<file path="src/rtl/uart_tx_arbiter.sv">
// uart_tx_arbiter: round-robin sharing of one uart transmitter among NREQ
// requesters. One byte is in flight at a time. The arbiter launches it, waits
// for the uart to start and finish, then reports per-requester completion.
module uart_tx_arbiter #(
    parameter int NREQ          = 2,
    parameter int START_TIMEOUT = 16
) (
    input  logic                clk,
    input  logic                rst_n,
    input  logic [NREQ-1:0]     req,
    input  logic [8*NREQ-1:0]   req_byte,
    output logic [NREQ-1:0]     gnt,
    output logic [NREQ-1:0]     done,
    output logic                err,
    output logic                busy,
    output logic                uart_transmit,
    output logic [7:0]          uart_tx_byte,
    input  logic                uart_is_transmitting
);

    localparam int IDX_W = (NREQ > 1) ? $clog2(NREQ) : 1;
    localparam int CNT_W = $clog2(START_TIMEOUT + 1);

    typedef enum logic [1:0] {
        IDLE,
        LAUNCH,
        WAIT_START,
        WAIT_END
    } state_t;

    state_t             state;
    logic [IDX_W-1:0]   last;
    logic [CNT_W-1:0]   count;
    logic               win_found;
    logic [IDX_W-1:0]   win_idx;
    logic [7:0]         win_byte;

    // Pick the first pending requester after the last winner, wrapping around,
    // so nobody is granted twice while another requester is waiting.
    always_comb begin : pick_winner
        logic [IDX_W-1:0] cand;
        win_found = 1'b0;
        win_idx   = last;
        cand      = '0;
        for (int k = 1; k <= NREQ; k++) begin
            cand = IDX_W'((int'(last) + k) % NREQ);
            if (!win_found && req[cand]) begin
                win_found = 1'b1;
                win_idx   = cand;
            end
        end
        win_byte = req_byte[{win_idx, 3'b000} +: 8];
    end

    // Arbitration / launch / completion FSM; every output is a register here.
    always_ff @(posedge clk or negedge rst_n) begin
        if (!rst_n) begin
            state         <= IDLE;
            gnt           <= '0;
            done          <= '0;
            err           <= 1'b0;
            busy          <= 1'b0;
            uart_transmit <= 1'b0;
            uart_tx_byte  <= 8'h00;
            last          <= IDX_W'(NREQ - 1);
            count         <= '0;
        end else begin
            // gnt, done, err and uart_transmit are single-cycle pulses
            gnt           <= '0;
            done          <= '0;
            err           <= 1'b0;
            uart_transmit <= 1'b0;
            case (state)
                IDLE: begin
                    // A busy uart in IDLE means someone else is using it: hold off.
                    if (win_found && !uart_is_transmitting) begin
                        uart_tx_byte  <= win_byte;
                        uart_transmit <= 1'b1;
                        gnt           <= NREQ'(1) << win_idx;
                        last          <= win_idx;
                        busy          <= 1'b1;
                        state         <= LAUNCH;
                    end
                end
                LAUNCH: begin
                    count <= '0;
                    state <= WAIT_START;
                end
                WAIT_START: begin
                    if (uart_is_transmitting) begin
                        state <= WAIT_END;
                    end else if (count == CNT_W'(START_TIMEOUT - 1)) begin
                        // uart never picked the byte up; give up without done
                        err   <= 1'b1;
                        busy  <= 1'b0;
                        state <= IDLE;
                    end else begin
                        count <= count + CNT_W'(1);
                    end
                end
                WAIT_END: begin
                    // The uart keeps is_transmitting high through its stop bits,
                    // so no extra inter-byte gap is needed here.
                    if (!uart_is_transmitting) begin
                        done  <= NREQ'(1) << last;
                        busy  <= 1'b0;
                        state <= IDLE;
                    end
                end
                default: begin
                    busy  <= 1'b0;
                    state <= IDLE;
                end
            endcase
        end
    end

endmodule

</file>
<file path="config.mk">
export PLATFORM = sky130hd
export DESIGN_NAME = uart_tx_arbiter
export DESIGN_NICKNAME = d
export VERILOG_FILES = /design/src/rtl/uart_tx_arbiter.sv
export SDC_FILE = /design/constraint.sdc
export NUM_CORES = 1
export LEC_CHECK = 0
export ABC_AREA = 1
export BUFFER_PORTS_ARGS = -buffer_cell sky130_fd_sc_hd__buf_2
export CAP_MARGIN = 30
export CORE_ASPECT_RATIO = 1.4
export CORE_MARGIN = 4
export CORE_UTILIZATION = 49
export DETAILED_ROUTE_END_ITERATION = 10
export PLACE_DENSITY = 0.75
export SYNTH_ARGS = -nofsm -noshare
export SYNTH_HDL_FRONTEND = slang
export SYNTH_SLANG_ARGS = --single-unit
</file>
<file path="constraint.sdc">
create_clock -name clk -period 2.3 [get_ports clk]
set_input_delay 0.115 -clock clk [delete_from_list [all_inputs] [get_ports clk]]
set_output_delay 0.115 -clock clk [all_outputs]
set_load 0.01 [all_outputs]
</file>
Word-level counts from Yosys, hierarchy flattened
Cells that the tools add are included.
{"block": "word_totals", "register_bits": 23, "input_bits": 21, "output_inout_bits": 15, "elab_cells": 68}
{"block": "op_classes", "n_eq_ne": 10, "magnitude_cmp": 2, "addsub": 3, "n_shift": 3, "reduce_logical": 11, "mux": 30}
{"operator": "2-to-1 mux 1 bit", "count": 17}
{"operator": "2-to-1 mux 2 bit", "count": 8}
{"operator": "indexed part select 16 x 5 -> 8 bit", "count": 1}
{"operator": "2-to-1 mux 5 bit", "count": 2}
{"operator": "inequality test 2 bit, second input constant", "count": 5}
{"operator": "case mux 5 bit (2 select lines)", "count": 1}
{"operator": "case mux 2 bit (4 select lines)", "count": 1}
{"operator": "AND reduction 3 bit", "count": 2}
{"operator": "adder 5 x 1 -> 5 bit, second input constant", "count": 1}
{"operator": "== test 5 x 4 -> 1 bit, second input constant", "count": 1}
{"operator": "AND reduction 5 bit", "count": 1}
{"operator": "== test 2 bit, second input constant", "count": 2}
{"operator": "< comparator 1 x 2 -> 1 bit, second input constant", "count": 2}
{"operator": "left shift 1 x 1 -> 2 bit, first input constant", "count": 2}
{"operator": "inequality test 3 bit, second input constant", "count": 1}
{"operator": "case mux 1 bit (3 select lines)", "count": 1}
{"operator": "nonzero test 3 bit", "count": 1}
{"operator": "adder 1 bit, second input constant", "count": 2}
{"operator": "== test 2 x 1 -> 1 bit, second input constant", "count": 1}
{"operator": "logical AND 1 bit", "count": 2}
{"operator": "logical NOT 1 bit", "count": 2}
{"operator": "logical NOT 2 bit", "count": 1}
{"operator": "AND reduction 2 bit", "count": 1}
{"operator": "nonzero test 2 bit", "count": 1}

Longest topological paths before layout
Gate-level depths: netlist of the first run.
{"block": "logic_depth", "ltp_word": 10, "ltp_mapped": 9, "ltp_nobuf": 9}

Worst setup path after synthesis of the first run
OpenSTA, ideal clock, no wires.
{"block": "synth_path", "path_kind": "reg-to-reg", "from": "register count[0]", "to": "register count[0]", "stages_incl_launch_ff": 10, "path_slack_ns": 0.730, "setup_ns": 0.127, "t_arrival_ns": 1.443, "required_ns": 2.173, "n_path_buf": 0, "period_less_slack_ns": 1.570, "path_cell_list": "dfrtp_1 ha_1 and3_1 ha_1 nor2_2 nand2_2 nand2_1 inv_2 nand2_1 o21ai_0"}
{"block": "synth_between", "elab_chain_len": 4, "elab_cells_between_ends": 7, "cone_classes": "add/sub (1); eq/ne (2); mux (3); reduce/logical (1)"}
{"item": "from (decl)", "line_no": "33", "source": "logic [CNT_W-1:0] count;"}
{"item": "from (signal assigned)", "line_no": "98", "source": "count <= count + CNT_W'(1);"}
{"item": "adder 5 x 1 -> 5 bit", "line_no": "98"}
{"item": "2-to-1 mux 5 bit", "line_no": "92", "source": "end else if (count == CNT_W'(START_TIMEOUT - 1)) begin"}
{"item": "2-to-1 mux 5 bit", "line_no": "90", "source": "if (uart_is_transmitting) begin"}
{"item": "case mux 5 bit (2 select lines)", "line_no": "73", "source": "case (state)"}
Several ways; a longest one is shown, not always the timed one. The select of a mux whose other input is x is not followed.
A chain may end at the register's enable or synchronous reset.

Final worst setup path of the first run
Same ends and word-level chain as after synthesis.

==> impl_metrics.toml, run 1 <==
[outcome]
status = "completed"

[place]
dp_slack_ns = 0.546
dpl.hpwl_microns = 1940
place_inst = 203
routabilityCongestion = 0.864
port-buffer-count = 35

[sta]
tns_ns = 0
drv_slew = 0
tightest_slew_ns = 0.506
worst_slack_ns = 0.543
clock.fmax_mhz = 569
setup_violations = 0
fin_crit_sh_pct = 76.4
rsz0062_at_grt = "no"
period_needed_ns = 1.76
fin_skew_ns = 0.00571
maxSlewHeadroom_pct = 66.3
finalHoldViolCount = 0

[routing]
drc = 0
viasPerCell = 5.17
drtIter0Drc = 13
drt-wirelength-per-cell_microns = 12.0
drtPass1Iterations = 4
wl_microns = 2500
antenna_left = 0
num_vias = 1076

[critical_path]
r2r_cells = 9
worstSetupEndpointType = "flop"
crit_type = "reg -> reg"
crit_path_max_fanout = 4
critical_path_required_ns = 2.50
worst_setup_path_start_kind = "flop"
reg2reg_from = "count[0]"
cp_data_arrival_time_ns = 1.96
r2r-end = "count[0]"
rrSetupSlack_ns = 0.54

[floorplanning]
fp.dieW_microns = 49.5
core_sq_um = 2230
floorplan.initialDensity_pct = 52.9
die_h_microns = 66.0
die_area_sq_um = 3270
io_pins = 36
num_rows = 20

[worst_hold_path]
min_to = "done[0]"
worstHoldPathCells = 2
hp-class = "in -> reg"
hp-start = "uart_is_transmitting"

[cts]
cts_resized = 0
cts_root_buf = "clkbuf_4"
cts_tree = "yes"
clk_pin_slew_ns = 0.13
clk_path_buf_depth = 2
insertion_delay_ns = 0.31
cts_buffers = 3
cts-htree-levels = 1
cts_sinks = 23

[yosys]
syn_inst = 147
synth_cell_type_count = 20
syn_nets = 175
ys_seq_elements = 23
synthMostInstantiatedCell = "nand2_1"
syn-cell-area_sq_um = 1180
async_flop_share_pct = 100
synth_area_leaders = "dfrtp_1 (47%), nand2_1 (20%), ha_1 (7.4%), nand3_1 (5.9%), inv_1 (3.2%)"
postSynthAreaPerCell_sq_um = 8.02
synth_edf_count = 0
synth.top_cell.area_share_pct = 46.7
synth_flop_cell = "dfrtp_1"
synthTopCellsByCount = "nand2_1 (64), dfrtp_1 (22), nand3_1 (14), inv_1 (10), ha_1 (7)"
synth_top_cell_by_area = "dfrtp_1"
ys.warnings.count = 0
ys_seq_area_share_pct = 48.9

[pwr]
finalPower_mw = 1.51
powerDensity_nw_per_um2 = 1070
p_leak_nw = 0.844
vdd_drop_max_v = 0.000554

[global_routing]
grt_max_degree = 24
gr-total-overflow = 0
antenna_found_initial = 0
track_usage_pct = 17.1
grt_pass1_wl_microns = 4370
grt_pass1_vias = 1040

[run]
cap_violations = 0

[cells_and_area]
fillers = 196
layout-drive-gt1-share_pct = 28.0
areaGrowthSynthToFinish_pct = 19.9
n_antenna_cell = 0
nets = 215
final_cells = 208
## report_power, final
| part | leakage (nW) | internal (mW) | total [mW] | switching (mW) |
|---|---|---|---|---|
| Clock | 0.0150 | 0.0678 | 0.189 | 0.121 |
| Sequential | 0.299 | 0.540 | 0.622 | 0.0820 |
| Combinational | 0.530 | 0.260 | 0.695 | 0.435 |
## placed cells by master, fill, tap and decap left out
cell type / Yosys / final
a21boi_2: 1 / 1
and3_1: 1 / 1
buf_2: 1 / 35
buf_4: 1 / 1
clkbuf_1: 0 / 1
clkbuf_4: 0 / 3
dfrtp_1: 22 / 22
dfstp_2: 1 / 1
dlygate4sd3_1: 0 / 1
ha_1: 7 / 7
inv_1: 10 / 10
inv_2: 3 / 3
nand2_1: 64 / 64
nand2_2: 4 / 4
nand3_1: 14 / 14
nand4_1: 1 / 1
nor2_1: 5 / 5
nor2_2: 2 / 2
nor3_1: 2 / 2
o21ai_0: 4 / 4
o21ai_2: 2 / 2
o22ai_1: 1 / 1
xor2_1: 1 / 1
## worst max-delay path by stage
stage	start	end	slack (ns)	cells past startpoint
floorplan	count[0]	count[0]	0.73	9
CTS	count[0]	count[0]	0.53	9
global route	count[0]	count[0]	0.44	9
finish	count[0]	count[0]	0.54	9
global placement	count[0]	count[0]	0.66	9
detailed placement	count[0]	count[0]	0.55	9
## metrics by stage
| step | util (%) | cell area, sq um | hold WS, ns |
|---|---|---|---|
| after global routing | 63.4 | 1410 | 0.0456 |
| final | 63.4 | 1410 | 0.0623 |
| after floorplan | - | 1180 | -0.181 |
| after global placement | 61.8 | 1380 | 0.110 |
| after detailed placement | 61.8 | 1380 | 0.119 |
| after CTS | 63.4 | 1410 | 0.0600 |
## metal layers
layer / GRT usage (%) / up-vias / wire length [microns]
li1: - / 538 / -
met1: 19.0 / 509 / 1020
met2: 31.7 / 24 / 1330
met3: 2.93 / 5 / 117
met4: 7.27 / 0 / 43
met5: 0 / - / 0
## flip-flops by register name (all words and copies together), names as in the netlist
signal,cells
busy,1
count,5
done,2
err,1
gnt,2
last,1
state,2
uart_transmit,1
uart_tx_byte,8
## repair_timing
item                      in CTS  in global routing
setup buffers                  0                  0
hold buffers                   1                  0
hold endpoints to repair      22                  0
## critical path: stages, from the launching register on
cell and delay (ns):
dfrtp_1 0.43, ha_1 0.24, and3_1 0.19, ha_1 0.22, nor2_2 0.17, nand2_2 0.10
nand2_1 0.13, inv_2 0.05, nand2_1 0.04, o21ai_0 0.08
## cells by family after synthesis
group	count (synthesis)	synth area share (%)
AND/OR/NAND/NOR	93	33.0
flip-flops	23	48.9
buffers and inverters	15	5.20
AO/OA/AOI/OAI	8	4.67
adder cells (fa/ha/maj)	7	7.43
XOR/XNOR	1	0.743
## area by class of cell
class | count | area (sq um) | area share (%)
clock buffer | 4 | 26.3 | 1.86
inverter | 13 | 48.8 | 3.45
multi-input combinational | 109 | 541 | 38.3
sequential | 23 | 577 | 40.8
tap | 22 | 27.5 | 1.95
timing repair buffer | 37 | 193 | 13.6
No activity file was read; power rests on OpenSTA's default activity.
==> run 2: changes to the inputs <==
--- a/config.mk
+++ b/config.mk
@@ -5,14 +5,14 @@
 export SDC_FILE = /design/constraint.sdc
 export NUM_CORES = 1
 export LEC_CHECK = 0
-export ABC_AREA = 1
+export ABC_AREA = 0
 export BUFFER_PORTS_ARGS = -buffer_cell sky130_fd_sc_hd__buf_2
 export CAP_MARGIN = 30
 export CORE_ASPECT_RATIO = 1.4
 export CORE_MARGIN = 4
-export CORE_UTILIZATION = 49
+export CORE_UTILIZATION = 45
 export DETAILED_ROUTE_END_ITERATION = 10
-export PLACE_DENSITY = 0.75
+export PLACE_DENSITY = 0.72
 export SYNTH_ARGS = -nofsm -noshare
 export SYNTH_HDL_FRONTEND = slang
 export SYNTH_SLANG_ARGS = --single-unit
==> constraint.sdc (replaced) <==
create_clock -name clk -period 1.41 [get_ports clk]
set_input_delay 0.0705 -clock clk [delete_from_list [all_inputs] [get_ports clk]]
set_output_delay 0.0705 -clock clk [all_outputs]
set_load 0.01 [all_outputs]
==> impl_metrics.toml, run 2 <==
[outcome]
status = "complete, but fails checks"
violations = "negative setup slack"

[yosys]
synthMostInstantiatedCell = "dfrtp_1"
synth.top_cell.area_share_pct = 44.9
syn_inst = 116
synth_area_leaders = "dfrtp_1 (45%), ha_1 (7.1%), a21oi_1 (4.5%), a31oi_1 (4.1%), nand3_1 (3.3%)"
ys.warnings.count = 0
synthTopCellsByCount = "dfrtp_1 (22), a21oi_1 (11), a31oi_1 (8), nand3_1 (8), o21ai_0 (8)"
ys_seq_elements = 23
synth_cell_type_count = 37
syn-cell-area_sq_um = 1230
postSynthAreaPerCell_sq_um = 10.6
synth_top_cell_by_area = "dfrtp_1"
syn_nets = 144
async_flop_share_pct = 100
synth_flop_cell = "dfrtp_1"
synth_edf_count = 0
ys_seq_area_share_pct = 47.0

[cells_and_area]
fillers = 201
largestRegisters = "uart_tx_byte: 8 flops, count: 5 flops"
layout_common_cells = "buf_2 (35), dfrtp_1 (21), buf_4 (17), a21oi_1 (11)"
regMostFlops = "uart_tx_byte"
largest_register_ffs = 8
areaGrowthSynthToFinish_pct = 41.6
nets = 204
post-route-util_pct = 66.5
layout-drive-gt1-share_pct = 44.0
final_common_cell = "buf_2"
n_antenna_cell = 0

[global_routing]
grt_max_degree = 24
grt_pass1_wl_microns = 5060
antenna_found_initial = 0
grt_pass1_vias = 1259
track_usage_pct = 17.9
gr-total-overflow = 0

[floorplanning]
die_area_sq_um = 3640
io_pins = 36
fp.dieW_microns = 52.1
floorplan.initialDensity_pct = 46.9
core_sq_um = 2620
die_h_microns = 69.8
num_rows = 22

[cts]
cts-htree-levels = 1
clk_pin_slew_ns = 0.13
cts_buffers = 3
insertion_delay_ns = 0.32
cts_root_buf = "clkbuf_4"
clk_path_buf_depth = 2
cts_tree = "yes"
cts_sinks = 23

[sta]
tightest_slew_ns = 0.521
setup_violations = 8
fin_skew_ns = 0.00948
worst_slack_ns = -0.185
fin_crit_sh_pct = 113
rsz0062_at_grt = "yes"
hold_ws_ns = 0.0118
period_needed_ns = 1.60
clock.fmax_mhz = 627
drv_slew = 0
finalHoldViolCount = 0
maxSlewHeadroom_pct = 65.3
tns_ns = -1.01

[critical_path]
cpPeakStageDelay_ns = 0.41
critical_path_required_ns = 1.64
cp_data_arrival_time_ns = 1.82
worstSetupEndpointType = "flop"
slowest_stage = "dfrtp_1"
worst_setup_path_start_kind = "flop"
crit_type = "reg -> reg"
crit_path_cell_trace = "ha_2 -> and3_4 -> ha_4 -> nor2_4 -> mux2_4 -> a22o_1"
crit_path_max_fanout = 6

[worst_hold_path]
hp-class = "in -> reg"

[routing]
met1_length_microns = 1210
viasPerCell = 5.42
drtIter0Drc = 19
met3_wirelength_microns = 137
drc = 0
wl_met2_microns = 1600
antenna_left = 0
num_vias = 1143
wl_microns = 3010
drt-wirelength-per-cell_microns = 14.2
top_layer_used = "met4"
drtPass1Iterations = 4

[pwr]
finalPower_mw = 2.92
p_leak_nw = 0.845
powerDensity_nw_per_um2 = 1680
vdd_drop_max_v = 0.00130

[place]
routabilityCongestion = 0.751
dpl.hpwl_microns = 2180
dp_slack_ns = -0.240
port-buffer-count = 35

[run]
cap_violations = 0
## run 2: path summary, 6_finish.rpt
kind / from / to / slack [ns] / cells past startpoint
worst max-delay path: count[0] / count[1] / -0.19 / 6
max in group asynchronous: rst_n / state[1] / 0.79 / 2
worst min register to register: busy / busy / 0.49 / 1
worst max register to register: count[0] / count[1] / -0.19 / 6
worst min-delay path: req_byte[13] / uart_tx_byte[5] / 0.01 / 3
min in group asynchronous: rst_n / count[3] / 0.24 / 2
## run 2: power breakdown
group          switching [mW]  total (mW)  internal [mW]
combinational           0.794        1.58          0.782
sequential              0.143        1.03          0.891
clock                   0.205       0.311          0.106
## run 2: repair_timing
| action | 4_1_cts | 5_1_grt |
|---|---|---|
| pin swaps | 5 | 1 |
| gates resized for setup | 7 | 3 |
| hold endpoints to repair | 28 | 0 |
| hold buffers | 8 | 0 |
| setup buffers | 2 | 1 |
| setup endpoints to repair | 8 | 9 |
## run 2: cells by family after synthesis
| kind of cell | after synthesis | share of synthesized area [%] |
|---|---|---|
| fa+ha+maj | 7 | 7.14 |
| mux | 4 | 3.77 |
| xor+xnor | 2 | 1.43 |
| compound gates | 41 | 21.6 |
| flops | 23 | 47.0 |
| buf+inv | 10 | 4.69 |
| simple gates | 29 | 14.4 |
## run 2: critical path: cells and delay by family (launching register included)
kind | cells | cell delay, ns
AND/OR/NAND/NOR | 2 | 0.25
flip-flops | 1 | 0.41
AO/OA/AOI/OAI | 1 | 0.17
adder cells (fa/ha/maj) | 2 | 0.37
multiplexers | 1 | 0.30
## run 2: layer usage
layer / vias to the layer above / global-route usage (%)
met1: 554 / 19.3
met2: 36 / 33.4
met4: 0 / 7.95
met3: 6 / 1.94
met5: - / 0
li1: 547 / -
## run 2: metrics by stage
stage	cell area (sq um)	instances
6_report	1740	211
3_5_place_dp	1580	197
2_1_floorplan	1260	116
5_1_grt	1740	211
4_1_cts	1720	210
3_3_place_gp	1580	197
## run 2: cell type report
| cell class | instances | area [sq um] | share of cell area, % |
|---|---|---|---|
| tap | 36 | 45.0 | 2.59 |
| sequential | 23 | 578 | 33.3 |
| inverter | 4 | 17.5 | 1.01 |
| timing repair buffer | 61 | 403 | 23.2 |
| clock buffer | 3 | 22.5 | 1.30 |
| multi-input combinational | 83 | 667 | 38.4 |
| clock inverter | 1 | 5.00 | 0.288 |
==> run 3: changes to the inputs <==
--- a/config.mk
+++ b/config.mk
@@ -11,6 +11,7 @@
 export CORE_ASPECT_RATIO = 1.4
 export CORE_MARGIN = 4
 export CORE_UTILIZATION = 45
+export CTS_CLUSTER_DIAMETER = 30
 export DETAILED_ROUTE_END_ITERATION = 10
 export PLACE_DENSITY = 0.72
 export SYNTH_ARGS = -nofsm -noshare
==> constraint.sdc (replaced) <==
create_clock -name clk -period 1.41 [get_ports clk]
set_input_delay 0.282 -clock clk [delete_from_list [all_inputs] [get_ports clk]]
set_output_delay 0.282 -clock clk [all_outputs]
set_load 0.01 [all_outputs]
==> impl_metrics.toml, run 3 (synthesis results as in run 2) <==
[outcome]
status = "complete, but fails checks"
violations = "negative setup slack"

[place]
place_inst = 198
dp_slack_ns = -0.258
dpl.hpwl_microns = 2280
routabilityCongestion = 0.847
port-buffer-count = 35

[cts]
insertion_delay_ns = 0.31
cts_root_buf = "clkbuf_4"
cts-htree-levels = 1
cts_sinks = 23
cts_tree = "yes"
clk_path_buf_depth = 2
clk_pin_slew_ns = 0.13
cts_buffers = 3

[critical_path]
cpPeakStageDelay_ns = 0.42
slowest_stage = "dfrtp_1"
crit_path_cell_trace = "ha_2 -> and3_4 -> ha_4 -> nor2_4 -> mux2_4 -> a22o_1"
critical_path_required_ns = 1.63
crit_type = "reg -> reg"
worst_setup_path_start_kind = "flop"
worstSetupEndpointType = "flop"
r2r_cells = 6
crit_path_max_fanout = 6
cp_data_arrival_time_ns = 1.87

[routing]
drtIter0Drc = 28
antenna_left = 0
drc = 0
drt-wirelength-per-cell_microns = 14.5
viasPerCell = 5.47
wl_microns = 2980
num_vias = 1122
drtPass1Iterations = 4

[sta]
fin_crit_sh_pct = 118
setup_violations = 8
maxSlewHeadroom_pct = 65.5
clock.fmax_mhz = 603
rsz0062_at_grt = "yes"
finalHoldViolCount = 0
fin_skew_ns = 0.00578
tightest_slew_ns = 0.518
drv_slew = 0
worst_slack_ns = -0.249
period_needed_ns = 1.66

[global_routing]
grt_pass1_vias = 1221
gr-total-overflow = 0
track_usage_pct = 18.4
grt_pass1_wl_microns = 5140
antenna_found_initial = 0
grt_max_degree = 24

[run]
cap_violations = 0

[cells_and_area]
areaGrowthSynthToFinish_pct = 36.0
multi_input_area_sq_um = 662
nets = 198
final-seq-area_sq_um = 577
final_common_cell = "buf_2"
fillers = 234
regMostFlops = "uart_tx_byte"
layout-drive-gt1-share_pct = 45.6
layout_common_cells = "buf_2 (35), dfrtp_1 (22), buf_4 (18), a21oi_1 (10)"
largestRegisters = "uart_tx_byte: 8 flops, count: 5 flops"
final_cells = 205
largest_register_ffs = 8
n_antenna_cell = 0

[floorplanning]
io_pins = 36
die_h_microns = 69.8
floorplan.initialDensity_pct = 46.9
die_area_sq_um = 3640
fp.dieW_microns = 52.1
core_sq_um = 2620
num_rows = 22

[worst_hold_path]
hp-class = "in -> reg"
worstHoldPathCells = 3

[pwr]
p_leak_nw = 0.821
powerDensity_nw_per_um2 = 1720
vdd_drop_max_v = 0.00132
run 3: report_power, final:
part	switching, mW	internal [mW]
logic	0.773	0.760
registers	0.135	0.889
clock network	0.200	0.106
total	1.11	1.75
run 3: critical path: cells and delay by family, from the launching register on:
family / cells / cell delay, ns
flip-flops: 1 / 0.42
adder cells (fa/ha/maj): 2 / 0.37
AND/OR/NAND/NOR: 2 / 0.28
multiplexers: 1 / 0.30
AO/OA/AOI/OAI: 1 / 0.19
run 3: final cells by class:
cell class | count | share of cell area (%)
Multi-Input combinational cell | 83 | 39.7
Sequential cell | 23 | 34.6
Timing Repair Buffer | 55 | 20.4
Tap cell | 36 | 2.70
Clock buffer | 3 | 1.35
Inverter | 4 | 1.05
Clock inverter | 1 | 0.300
run 3: path summary, 6_finish.rpt:
kind / slack [ns] / start / to
max: -0.25 / count[1] / count[1]
min: 0.21 / req_byte[3] / uart_tx_byte[3]
max reg2reg: -0.25 / count[1] / count[1]
min reg2reg: 0.51 / busy / busy
max in group asynchronous: 0.60 / rst_n / last
min in group asynchronous: 0.45 / rst_n / count[0]
run 3: repair_timing:
item                                    4_1_cts  5_1_grt
buffers inserted                              1        1
cloned                                        0        0
pin swaps                                     4        1
resized for setup                             5        3
hold buffers                                  1        0
endpoints found under the setup margin        9       14
hold endpoints to repair                     22        0
run 3: per-layer routing:
layer  up-vias  part of all wire, %  GRT usage, %
met1       537                   37          20.7
met2        40                   57          34.3
met3         6                  4.9          2.58
met5         -                    0             0
li1        539                    -             -
met4         0                 0.77          5.40
run 3: stage by stage:
| stage | TNS (ns) | hold slack, ns | power (mW) | instance area, sq um | util [%] |
|---|---|---|---|---|---|
| after floorplan | -0.815 | -0.0136 | 1.91 | 1260 | - |
| after global placement | -1.00 | 0.275 | 2.46 | 1590 | 60.6 |
| after detailed placement | -1.59 | 0.288 | 2.51 | 1590 | 60.6 |
| after CTS | -1.50 | 0.206 | 2.87 | 1650 | 63.1 |
| after global routing | -1.90 | 0.195 | 3.14 | 1670 | 63.8 |
| final | -1.41 | 0.213 | 2.86 | 1670 | 63.8 |
